<file path="src/rtl/usb_cmd_pkg.sv">
// rtl/usb_cmd_pkg.sv - shared encodings for the USB command parser
package usb_cmd_pkg;

  typedef enum logic [2:0] {
    ST_IDLE,
    ST_CMD,
    ST_ADDR,
    ST_LEN,
    ST_PAYLOAD,
    ST_CSUM,
    ST_COMMIT
  } state_t;

  localparam logic [7:0] SYNC_BYTE = 8'hA5;
  localparam logic [7:0] CMD_WRITE = 8'h01;

  localparam logic [1:0] ERR_CSUM    = 2'd0;
  localparam logic [1:0] ERR_CMD     = 2'd1;
  localparam logic [1:0] ERR_LEN     = 2'd2;
  localparam logic [1:0] ERR_TIMEOUT = 2'd3;

endpackage

</file>
<file path="src/rtl/usb_cmd_payload_buf.sv">
// rtl/usb_cmd_payload_buf.sv - packet payload holding buffer
// One write port filled during PAYLOAD, one combinational read port used while committing.
module usb_cmd_payload_buf #(
  parameter int MAX_LEN = 16,
  parameter int IDX_W   = 4
) (
  input  logic             clk,
  input  logic             wr_en,
  input  logic [IDX_W-1:0] wr_idx,
  input  logic [7:0]       wr_data,
  input  logic [IDX_W-1:0] rd_idx,
  output logic [7:0]       rd_data
);

  logic [7:0] mem [MAX_LEN];

  always_ff @(posedge clk) begin
    if (wr_en) begin
      mem[wr_idx] <= wr_data;
    end
  end

  // Out-of-range indices only occur for non-power-of-two depths and are never consumed.
  assign rd_data = (int'(rd_idx) < MAX_LEN) ? mem[rd_idx] : 8'h00;

endmodule

</file>
<file path="src/rtl/usb_cmd_parser.sv">
// rtl/usb_cmd_parser.sv - frames USB command packets and commits checksum-verified register writes
module usb_cmd_parser
  import usb_cmd_pkg::*;
#(
  parameter int MAX_LEN        = 16,
  parameter int TIMEOUT_CYCLES = 1000000
) (
  input  logic       clk,
  input  logic       rst_n,
  input  logic       rx_valid,
  input  logic [7:0] rx_data,
  output logic       rx_ready,
  output logic       reg_wr_en,
  output logic [7:0] reg_addr,
  output logic [7:0] reg_wdata,
  output logic       pkt_ok,
  output logic       pkt_err,
  output logic [1:0] err_code,
  output logic       busy
);

  localparam int IDX_W = (MAX_LEN > 1) ? $clog2(MAX_LEN) : 1;
  localparam int TMR_W = $clog2(TIMEOUT_CYCLES + 1);
  localparam logic [TMR_W-1:0] TMR_LAST  = TMR_W'(TIMEOUT_CYCLES - 1);
  localparam logic [7:0]       MAX_LEN_B = 8'(MAX_LEN);

  state_t           state;
  logic [7:0]       sum;
  logic [7:0]       base_addr;
  logic [7:0]       len;
  logic [7:0]       idx;
  logic [TMR_W-1:0] timer;
  logic             xfer;
  logic             in_pkt;
  logic             timeout;
  logic             buf_we;
  logic [7:0]       sum_nxt;
  logic [7:0]       buf_rdata;

  assign xfer    = rx_valid & rx_ready;
  assign in_pkt  = (state != ST_IDLE) && (state != ST_COMMIT);
  assign sum_nxt = sum + rx_data;
  // Timeout is judged on the idle count alone, so a byte arriving in that cycle is dropped.
  assign timeout = in_pkt && (timer == TMR_LAST);
  assign buf_we  = xfer && (state == ST_PAYLOAD) && !timeout;
  assign busy    = (state != ST_IDLE);

  usb_cmd_payload_buf #(
    .MAX_LEN (MAX_LEN),
    .IDX_W   (IDX_W)
  ) u_buf (
    .clk     (clk),
    .wr_en   (buf_we),
    .wr_idx  (idx[IDX_W-1:0]),
    .wr_data (rx_data),
    .rd_idx  (idx[IDX_W-1:0]),
    .rd_data (buf_rdata)
  );

  always_ff @(posedge clk or negedge rst_n) begin
    if (!rst_n) begin
      state     <= ST_IDLE;
      sum       <= 8'h00;
      base_addr <= 8'h00;
      len       <= 8'h00;
      idx       <= 8'h00;
      timer     <= '0;
      rx_ready  <= 1'b1;
      reg_wr_en <= 1'b0;
      reg_addr  <= 8'h00;
      reg_wdata <= 8'h00;
      pkt_ok    <= 1'b0;
      pkt_err   <= 1'b0;
      err_code  <= ERR_CSUM;
    end else begin
      pkt_ok    <= 1'b0;
      pkt_err   <= 1'b0;
      reg_wr_en <= 1'b0;

      if (in_pkt && !xfer) begin
        timer <= timer + 1'b1;
      end else begin
        timer <= '0;
      end

      if (xfer && state != ST_IDLE) begin
        sum <= sum_nxt;
      end

      if (timeout) begin
        state    <= ST_IDLE;
        pkt_err  <= 1'b1;
        err_code <= ERR_TIMEOUT;
      end else begin
        case (state)
          ST_IDLE: begin
            sum <= 8'h00;
            if (xfer && rx_data == SYNC_BYTE) begin
              state <= ST_CMD;
            end
          end
          ST_CMD: begin
            if (xfer) begin
              if (rx_data == CMD_WRITE) begin
                state <= ST_ADDR;
              end else begin
                state    <= ST_IDLE;
                pkt_err  <= 1'b1;
                err_code <= ERR_CMD;
              end
            end
          end
          ST_ADDR: begin
            if (xfer) begin
              base_addr <= rx_data;
              state     <= ST_LEN;
            end
          end
          ST_LEN: begin
            if (xfer) begin
              len <= rx_data;
              idx <= 8'h00;
              if (rx_data == 8'h00) begin
                state <= ST_CSUM;
              end else if (rx_data > MAX_LEN_B) begin
                state    <= ST_IDLE;
                pkt_err  <= 1'b1;
                err_code <= ERR_LEN;
              end else begin
                state <= ST_PAYLOAD;
              end
            end
          end
          ST_PAYLOAD: begin
            if (xfer) begin
              if (idx == len - 8'd1) begin
                idx   <= 8'h00;
                state <= ST_CSUM;
              end else begin
                idx <= idx + 8'd1;
              end
            end
          end
          ST_CSUM: begin
            if (xfer) begin
              if (sum_nxt != 8'h00) begin
                state    <= ST_IDLE;
                pkt_err  <= 1'b1;
                err_code <= ERR_CSUM;
              end else if (len == 8'h00) begin
                state  <= ST_IDLE;
                pkt_ok <= 1'b1;
              end else begin
                // First write issues on the same edge so COMMIT spans exactly LEN cycles.
                state     <= ST_COMMIT;
                rx_ready  <= 1'b0;
                reg_wr_en <= 1'b1;
                reg_addr  <= base_addr;
                reg_wdata <= buf_rdata;
                pkt_ok    <= (len == 8'd1);
                idx       <= 8'd1;
              end
            end
          end
          ST_COMMIT: begin
            if (idx == len) begin
              state    <= ST_IDLE;
              rx_ready <= 1'b1;
              idx      <= 8'h00;
            end else begin
              reg_wr_en <= 1'b1;
              reg_addr  <= base_addr + idx;
              reg_wdata <= buf_rdata;
              pkt_ok    <= (idx + 8'd1 == len);
              idx       <= idx + 8'd1;
            end
          end
          default: begin
            state    <= ST_IDLE;
            rx_ready <= 1'b1;
          end
        endcase
      end
    end
  end

endmodule

</file>
<file path="config.mk">
export PLATFORM = sky130hd
export DESIGN_NAME = usb_cmd_parser
export DESIGN_NICKNAME = d
export VERILOG_FILES = /design/src/rtl/usb_cmd_pkg.sv /design/src/rtl/usb_cmd_payload_buf.sv /design/src/rtl/usb_cmd_parser.sv
export SDC_FILE = /design/constraint.sdc
export NUM_CORES = 1
export LEC_CHECK = 0
export ABC_CLOCK_PERIOD_IN_PS = 2850
export CORE_MARGIN = 2
export CORE_UTILIZATION = 38
export DETAILED_ROUTE_END_ITERATION = 10
export SLEW_MARGIN = 5
export SYNTH_ARGS = -nofsm -noshare
export SYNTH_HDL_FRONTEND = slang
export SYNTH_SLANG_ARGS = --single-unit
</file>
<file path="constraint.sdc">
create_clock -name clk -period 2.85 [get_ports clk]
set_input_delay 0.855 -clock clk [delete_from_list [all_inputs] [get_ports clk]]
set_output_delay 0.855 -clock clk [all_outputs]
set_load 0.005 [all_outputs]
</file>
==> summary.txt, run 1 <==
GRT
  – Initial antenna violation count: 0
  – First-pass GRT wire length: 36800 µm
  – Largest net degree at the start of global routing: 46
  – Congestion Overflow GR: 0
  – Global router's overall resource usage: 17.7%
  – Vias in the first global route: 6457

Critical path
  – Critical path's largest stage delay: 0.38 ns
  – CP arrival: 3.29 ns
  – Critical path endpoint category: flop
  – Worst EP required: 3.26 ns
  – Slowest CP cell: fa_2
  – Type of the worst setup path: in2reg
  – Critical Path Source Type: input port
  – Cell Chain, Critical Path: buf_8 > ha_4 > fa_2 > buf_4 > xnor2_4 > nand2_2 > nor4_4 > buf_4 > buf_4 > nand4_1 > buf_6 > a221o_1 > a22o_1
  – Most used cell, CP: buf_4
  – WP buf/inv: 5
  – Crit-path max FO: 8
  – Crit path max-delay family: buffers and inverters

Cells and area
  – Area Overhead vs Synth: 23.5%
  – Fill count: 2207
  – Nets: 860
  – Antenna diodes: 0
  – Ratio of cells with drive above 1 in the final layout: 27.0%

STA
  – Setup TNS: -0.0996 ns
  – Final Skew: 0.0247 ns
  – Fmax: 347 MHz
  – Setup violations, final: 10
  – Final period util: 101%
  – Final setup margin: -0.0284 ns
  – Final Max Tran Viols: 0
  – RSZ-0062 raised after global routing: yes
  – Tightest Pin Transition: 0.544 ns
  – Worst rel slew slack: 63.4%
  – Final Hold Vio Count: 0
  – Tmin final: 2.88 ns
  – WHS: 0.306 ns

Yosys
  – EDFF count, synth: 128
  – Synthesized Nets: 748
  – Synthesized area per cell: 13.7 µm²
  – Synth Warn #: 0
  – Ys flop type: edfxtp_1
  – Yosys cell types: 72
  – Synthesized netlist cell count: 714
  – #FFs+latches synth: 205
  – Ys async rst share: 37.6%
  – Syn Std Cell Area: 0.00978 mm²
  – Post-synth top area share: 39.3%
  – Area contributors post-synth: edfxtp_1 (39%), dfrtp_1 (19%), mux4_2 (9.2%), ha_1 (2.7%), nand2_1 (2.3%)
  – Most area-hungry cell type in the Yosys netlist: edfxtp_1
  – Seq/Total Area, Yosys: 59.0%

Status
  – Failing checks: negative setup slack
  – Status: complete, but fails checks

Detailed routing
  – WL per Instance: 19.9 µm
  – Vias: 6269
  – Antenna viol nets, final: 0
  – Via/cell ratio: 5.34
  – Detailed Route WL: 23400 µm
  – Detailed router's first-iteration violation count: 413
  – DRT Pass-1 Iters: 5
  – # DRC: 0

Pwr
  – Peak VDD IR: 0.000374 V
  – Design Power: 7.15 mW
  – Pwr Density: 592 mW/mm²
  – Leak: 4.53 nW

Die
  – Die Height: 164 µm
  – # rows: 58
  – Num ports: 34
  – Die ar.: 0.0270 mm²
  – Die width: 164 µm
  – Core area: 0.0253 mm²
  – Initial Utilization: 38.7%

Clocking
  – Clock root cell: clkbuf_16
  – CTS clk-pin slew, worst paths: 0.06 ns
  – CTS Hold Bufs: 0
  – CTS buffer count: 24
  – Clock latency on the worst-skew pair: 0.53 ns
  – CTS tree: built
  – Longest Clk Path Bufs: 3
  – Clk sinks: 205
  – H-tree depth: 1

Min path
  – Hold Crit Class: in2async

Place
  – Placer congestion estimate: 0.866
  – Post-DP HPWL: 15900 µm
  – Placement Setup Slack: -1.17 ns
  – PortBufs: 33

Job
  – Max Cap Violations: 0
-- state kept, by name, summed over array words and instances (netlist names), 2 cells and up --
register,flops
sum,8
idx,8
timer,20
u_buf.mem,128
base_addr,8
reg_addr,8
len,8
err_code,2
state,3
reg_wdata,8
-- metrics by stage --
step           cells  utilization, %  cell area [µm²]
2_1_floorplan    714               -             9810
3_3_place_gp    1120            43.6            11000
3_5_place_dp    1120            43.6            11000
4_1_cts         1172            47.7            12000
5_1_grt         1174            47.8            12100
6_report        1174            47.8            12100
-- metal layers --
metal  vias to the layer above  routed length [µm]  GRT usage [%]
met5                         -                   0              0
met4                         0                 471           3.79
met3                        41                1180           2.79
met2                       154               11300           30.3
met1                      3137               10500           24.1
li1                       2937                   -              -
-- cells in the final DEF (no fill, tap or decap), types with 5 or more instances in the layout --
cell type          n
mux2_1             8
or3_1              9
a221oi_1           5
nor2b_1            6
nand4_1           14
nand3_1           13
buf_12             7
dfrtp_1           75
nor2_1            56
a21oi_1           17
ha_4               5
buf_4             76
clkdlybuf4s50_1   26
nor3_1            17
ha_1              16
inv_1             20
clkbuf_16         24
mux4_2            40
mux2_4            16
o211ai_1           9
o2bb2ai_1          6
xnor2_1           16
clkinv_2           6
mux2_2             6
nand2b_1           5
xor2_1            21
o21ai_0           26
nand2_1           59
or4_1              5
edfxtp_1         128
a211oi_1           5
-- worst paths after layout --
kind	start	endpoint	slack [ns]	cells after the start
worst max-delay path	rx_data[0]	idx[7]	-0.03	13
worst min-delay path	rst_n	timer[11]	0.31	1
worst max register to register	sum[0]	idx[7]	0	12
worst min register to register	timer[0]	timer[0]	0.49	1
max in group asynchronous	rst_n	base_addr[4]	1.93	2
min in group clk	timer[0]	timer[0]	0.49	1
-- Yosys cell counts, drive strengths merged, types with 2 or more instances --
master   number
o21ai        27
a211oi        7
nor4          6
ha           21
o211ai        9
xnor2        17
nand2b        5
o21a          4
mux4         40
or4           6
clkbuf       21
nor2b         6
buf          10
nor3b         4
nor2         57
a41o          2
inv          22
and2          3
nor4b         4
o31ai         4
nand3        13
mux2         30
fa            2
o2bb2ai       7
nor3         18
edfxtp      128
a221oi        7
a21oi        20
or2           3
nand2        61
or3           9
and3          4
dfrtp        76
o31a          2
xor2         22
a31oi         2
mux2i         2
nand4        15
-- what timing repair did --
action                     in CTS  in global routing
gates cloned                    2                  0
pin swaps                      16                  8
resized for setup              42                  8
hold endpoints to repair        0                  0
setup endpoints to repair      32                 22
buffers inserted                6                  4
-- power breakdown --
| group | switching [mW] | internal, mW | leakage [nW] | total (mW) |
|---|---|---|---|---|
| logic | 0.427 | 0.361 | 1.96 | 0.788 |
| registers | 0.0478 | 3.21 | 2.17 | 3.26 |
| clock network | 1.20 | 1.89 | 0.398 | 3.10 |
| total | 1.68 | 5.47 | 4.53 | 7.15 |
-- cell type report --
| type | count | area [µm²] | share of cell area [%] |
|---|---|---|---|
| multi-input cells | 456 | 3950 | 32.7 |
| clock inverters | 14 | 155 | 1.28 |
| well taps | 330 | 413 | 3.42 |
| clock buffers | 30 | 653 | 5.41 |
| flip-flops and latches | 205 | 5770 | 47.8 |
| repair buffers | 117 | 1050 | 8.69 |
| inverters | 22 | 82.6 | 0.684 |
-- cells by family (layout without fill, tap and decap cells) --
kind of cell             after synthesis  after routing  share of synthesized area, %
AO/OA/AOI/OAI                        104            104                          7.54
XOR/XNOR                              39             39                          3.49
adder cells (fa/ha/maj)               23             23                          3.10
buffers and inverters                 53            183                          2.30
flip-flops                           205            205                          59.0
multiplexers                          72             72                          13.2
AND/OR/NAND/NOR                      218            218                          11.3
No activity file was read; power rests on OpenSTA's default activity.
==> run 2: changes to the inputs <==
--- a/config.mk
+++ b/config.mk
@@ -6,8 +6,9 @@
 export NUM_CORES = 1
 export LEC_CHECK = 0
 export ABC_CLOCK_PERIOD_IN_PS = 2850
-export CORE_MARGIN = 2
+export CORE_MARGIN = 1.5
 export CORE_UTILIZATION = 38
+export CTS_BUF_LIST = sky130_fd_sc_hd__clkbuf_2
 export DETAILED_ROUTE_END_ITERATION = 10
 export SLEW_MARGIN = 5
 export SYNTH_ARGS = -nofsm -noshare
==> run 2 against run 1 <==
Against the previous run:
- register-to-register slack hardly changed
- non-clock buffer count is 1 lower
- power down 16%
- sequential cell count stayed put
- fmax down 0.86%
- the flow still finishes with violations (negative setup slack)
- clock skew rose by 0.11 ns
- clock power fell by 35%
- first-iteration DRC count fell by 14%
- critical path depth unchanged
- design area down 3.2%
- final cell count is 4.9% higher
- wire length is 2.0% lower
==> summary.txt, run 2 (same netlist as run 1, synthesis figures left out) <==
Detailed routing
  – Detailed router's first-iteration violation count: 357
  – Detailed Route WL: 23000 µm
  – Vias: 6456
  – WL per Instance: 18.6 µm
  – DRT Pass-1 Iters: 5
  – Via/cell ratio: 5.24
  – # DRC: 0
  – Antenna viol nets, final: 0

STA
  – Final period util: 102%
  – Fmax: 344 MHz
  – Final Hold Vio Count: 0
  – Setup TNS: -0.186 ns
  – Worst rel slew slack: 64.4%
  – Final Max Tran Viols: 0
  – Tmin final: 2.90 ns
  – Setup violations, final: 9
  – RSZ-0062 raised after global routing: yes
  – Tightest Pin Transition: 0.534 ns
  – Final Skew: 0.134 ns
  – Final setup margin: -0.0533 ns

Critical path
  – Worst EP required: 3.54 ns
  – CP arrival: 3.59 ns
  – R2R depth: 11
  – Critical path endpoint category: flop
  – Reg2Reg Launch Point: sum[0]
  – Critical R2R Capture: reg_addr[7]
  – Critical Path Source Type: input port
  – R2r setup slk: 0 ns
  – Type of the worst setup path: in2reg
  – Crit-path max FO: 11

Min path
  – Worst Hold Path EP: timer[0]
  – Hold Crit Class: reg2reg
  – Worst hold path depth: 1
  – Hold path startpoint: timer[0]

Cells and area
  – Most common cell after layout, fill and taps aside: edfxtp_1
  – Area Overhead vs Synth: 19.6%
  – Biggest registers after layout: u_buf.mem: 128 flops, timer: 20 flops
  – Max reg flops: 128
  – Fin cells: 1232
  – Ratio of cells with drive above 1 in the final layout: 29.0%
  – Fill count: 2317
  – Nets: 890
  – Multi-input logic area: 0.00388 mm²
  – Top reg by flops: u_buf.mem
  – Commonest non-fill, non-tap cells in the layout: edfxtp_1 (128), buf_4 (75), dfrtp_1 (74)
  – Sequential cell area: 0.00577 mm²

Place
  – PortBufs: 33
  – Placement Setup Slack: -1.14 ns
  – Post-DP HPWL: 15500 µm
  – Cell count after placement: 1118
  – Placer congestion estimate: 0.878

Status
  – Failing checks: negative setup slack
  – Status: complete, but fails checks

GRT
  – Global router's overall resource usage: 17.8%
  – Congestion Overflow GR: 0
  – Largest net degree at the start of global routing: 39
  – Vias in the first global route: 6530
  – First-pass GRT wire length: 36100 µm
  – Initial antenna violation count: 1

Pwr
  – Sw frac: 28.4%
  – Comb power frac: 12.3%
  – Design Power: 5.99 mW
  – Leak: 4.49 nW
  – Power Internal: 4.29 mW
  – Peak VDD IR: 0.000211 V
  – Pwr Density: 512 mW/mm²
  – Reg power frac: 54.2%
  – Clock network power share: 33.4%
  – Switch Pwr: 1.70 mW

Die
  – Die ar.: 0.0267 mm²
  – # rows: 58
  – Core area: 0.0253 mm²
  – Initial Utilization: 38.7%
  – Die width: 163 µm
  – Die Height: 163 µm
  – Num ports: 34

Clocking
  – Clock root cell: clkbuf_2
  – CTS tree: built
  – Clock latency on the worst-skew pair: 0.89 ns
  – CTS buffer count: 55
  – Longest Clk Path Bufs: 3
  – CTS clk-pin slew, worst paths: 0.09 ns
  – Clk sinks: 205
  – H-tree depth: 2

Job
  – Max Cap Violations: 0
## run 2: timing repair
| action | CTS | global route |
|---|---|---|
| hold buffers | 1 | 0 |
| gates resized for setup | 7 | 13 |
| setup buffers | 8 | 3 |
| endpoints found under the setup margin | 24 | 23 |
| hold endpoints to repair | 35 | 0 |
| pin swaps | 9 | 5 |
| gates cloned | 1 | 0 |
## run 2: critical path, stage by stage
cell and delay, ns:
dlygate4sd2_1 0.26, buf_12 0.15, ha_4 0.16, fa_2 0.39, a211oi_4 0.25, o21bai_1 0.09, a21oi_1 0.17, xor2_1 0.23
nand4_2 0.17, o31ai_4 0.21, buf_6 0.15, buf_12 0.14, mux2_2 0.33
## run 2: stage by stage
step           hold slack (ns)  instance area, µm²  util (%)
3_5_place_dp             0.468               11000      43.6
6_report                 0.476               11700      46.3
4_1_cts                  0.372               11600      46.0
5_1_grt                  0.406               11700      46.3
3_3_place_gp             0.470               11000      43.6
2_1_floorplan            0.447                9810         -
## run 2: how the worst max path moves through the flow
stage                     startpoint      endpoint  slack, ns  cells past startpoint
final                     rx_data[0]   reg_addr[7]      -0.05                     13
after global routing          sum[0]   reg_addr[2]      -0.11                     11
after CTS                     sum[0]   reg_addr[1]     0.0002                     11
after detailed placement  rx_data[0]  reg_wdata[6]      -1.14                     12
after global placement    rx_data[0]  reg_wdata[6]      -1.10                     12
after floorplan           rx_data[0]   reg_addr[3]      -0.59                     10
## run 2: cell type report
class / instances / share of cell area [%]
sequential: 205 / 49.4
tap: 330 / 3.53
timing repair buffer: 116 / 8.85
multi-input combinational: 456 / 33.2
clock buffer: 73 / 3.12
inverter: 22 / 0.706
antenna: 1 / 0.0214
clock inverter: 29 / 1.18
## run 2: power groups by stage
stage / logic [mW] / registers (mW) / clock network (mW)
after floorplan: 0.384 / 3.31 / 0
after CTS: 0.737 / 3.25 / 2.09
after global routing: 0.816 / 3.26 / 2.24
after global placement: 0.688 / 3.31 / 0
after detailed placement: 0.691 / 3.31 / 0
final: 0.740 / 3.25 / 2.00
## run 2: routing by layer
metal / up-vias / global-route usage [%] / part of all wire [%]
met5: - / 0 / 0
met4: 0 / 5.55 / 1.5
met3: 34 / 3.10 / 3.9
met2: 154 / 29.8 / 50
met1: 3230 / 23.6 / 45
li1: 3038 / - / -
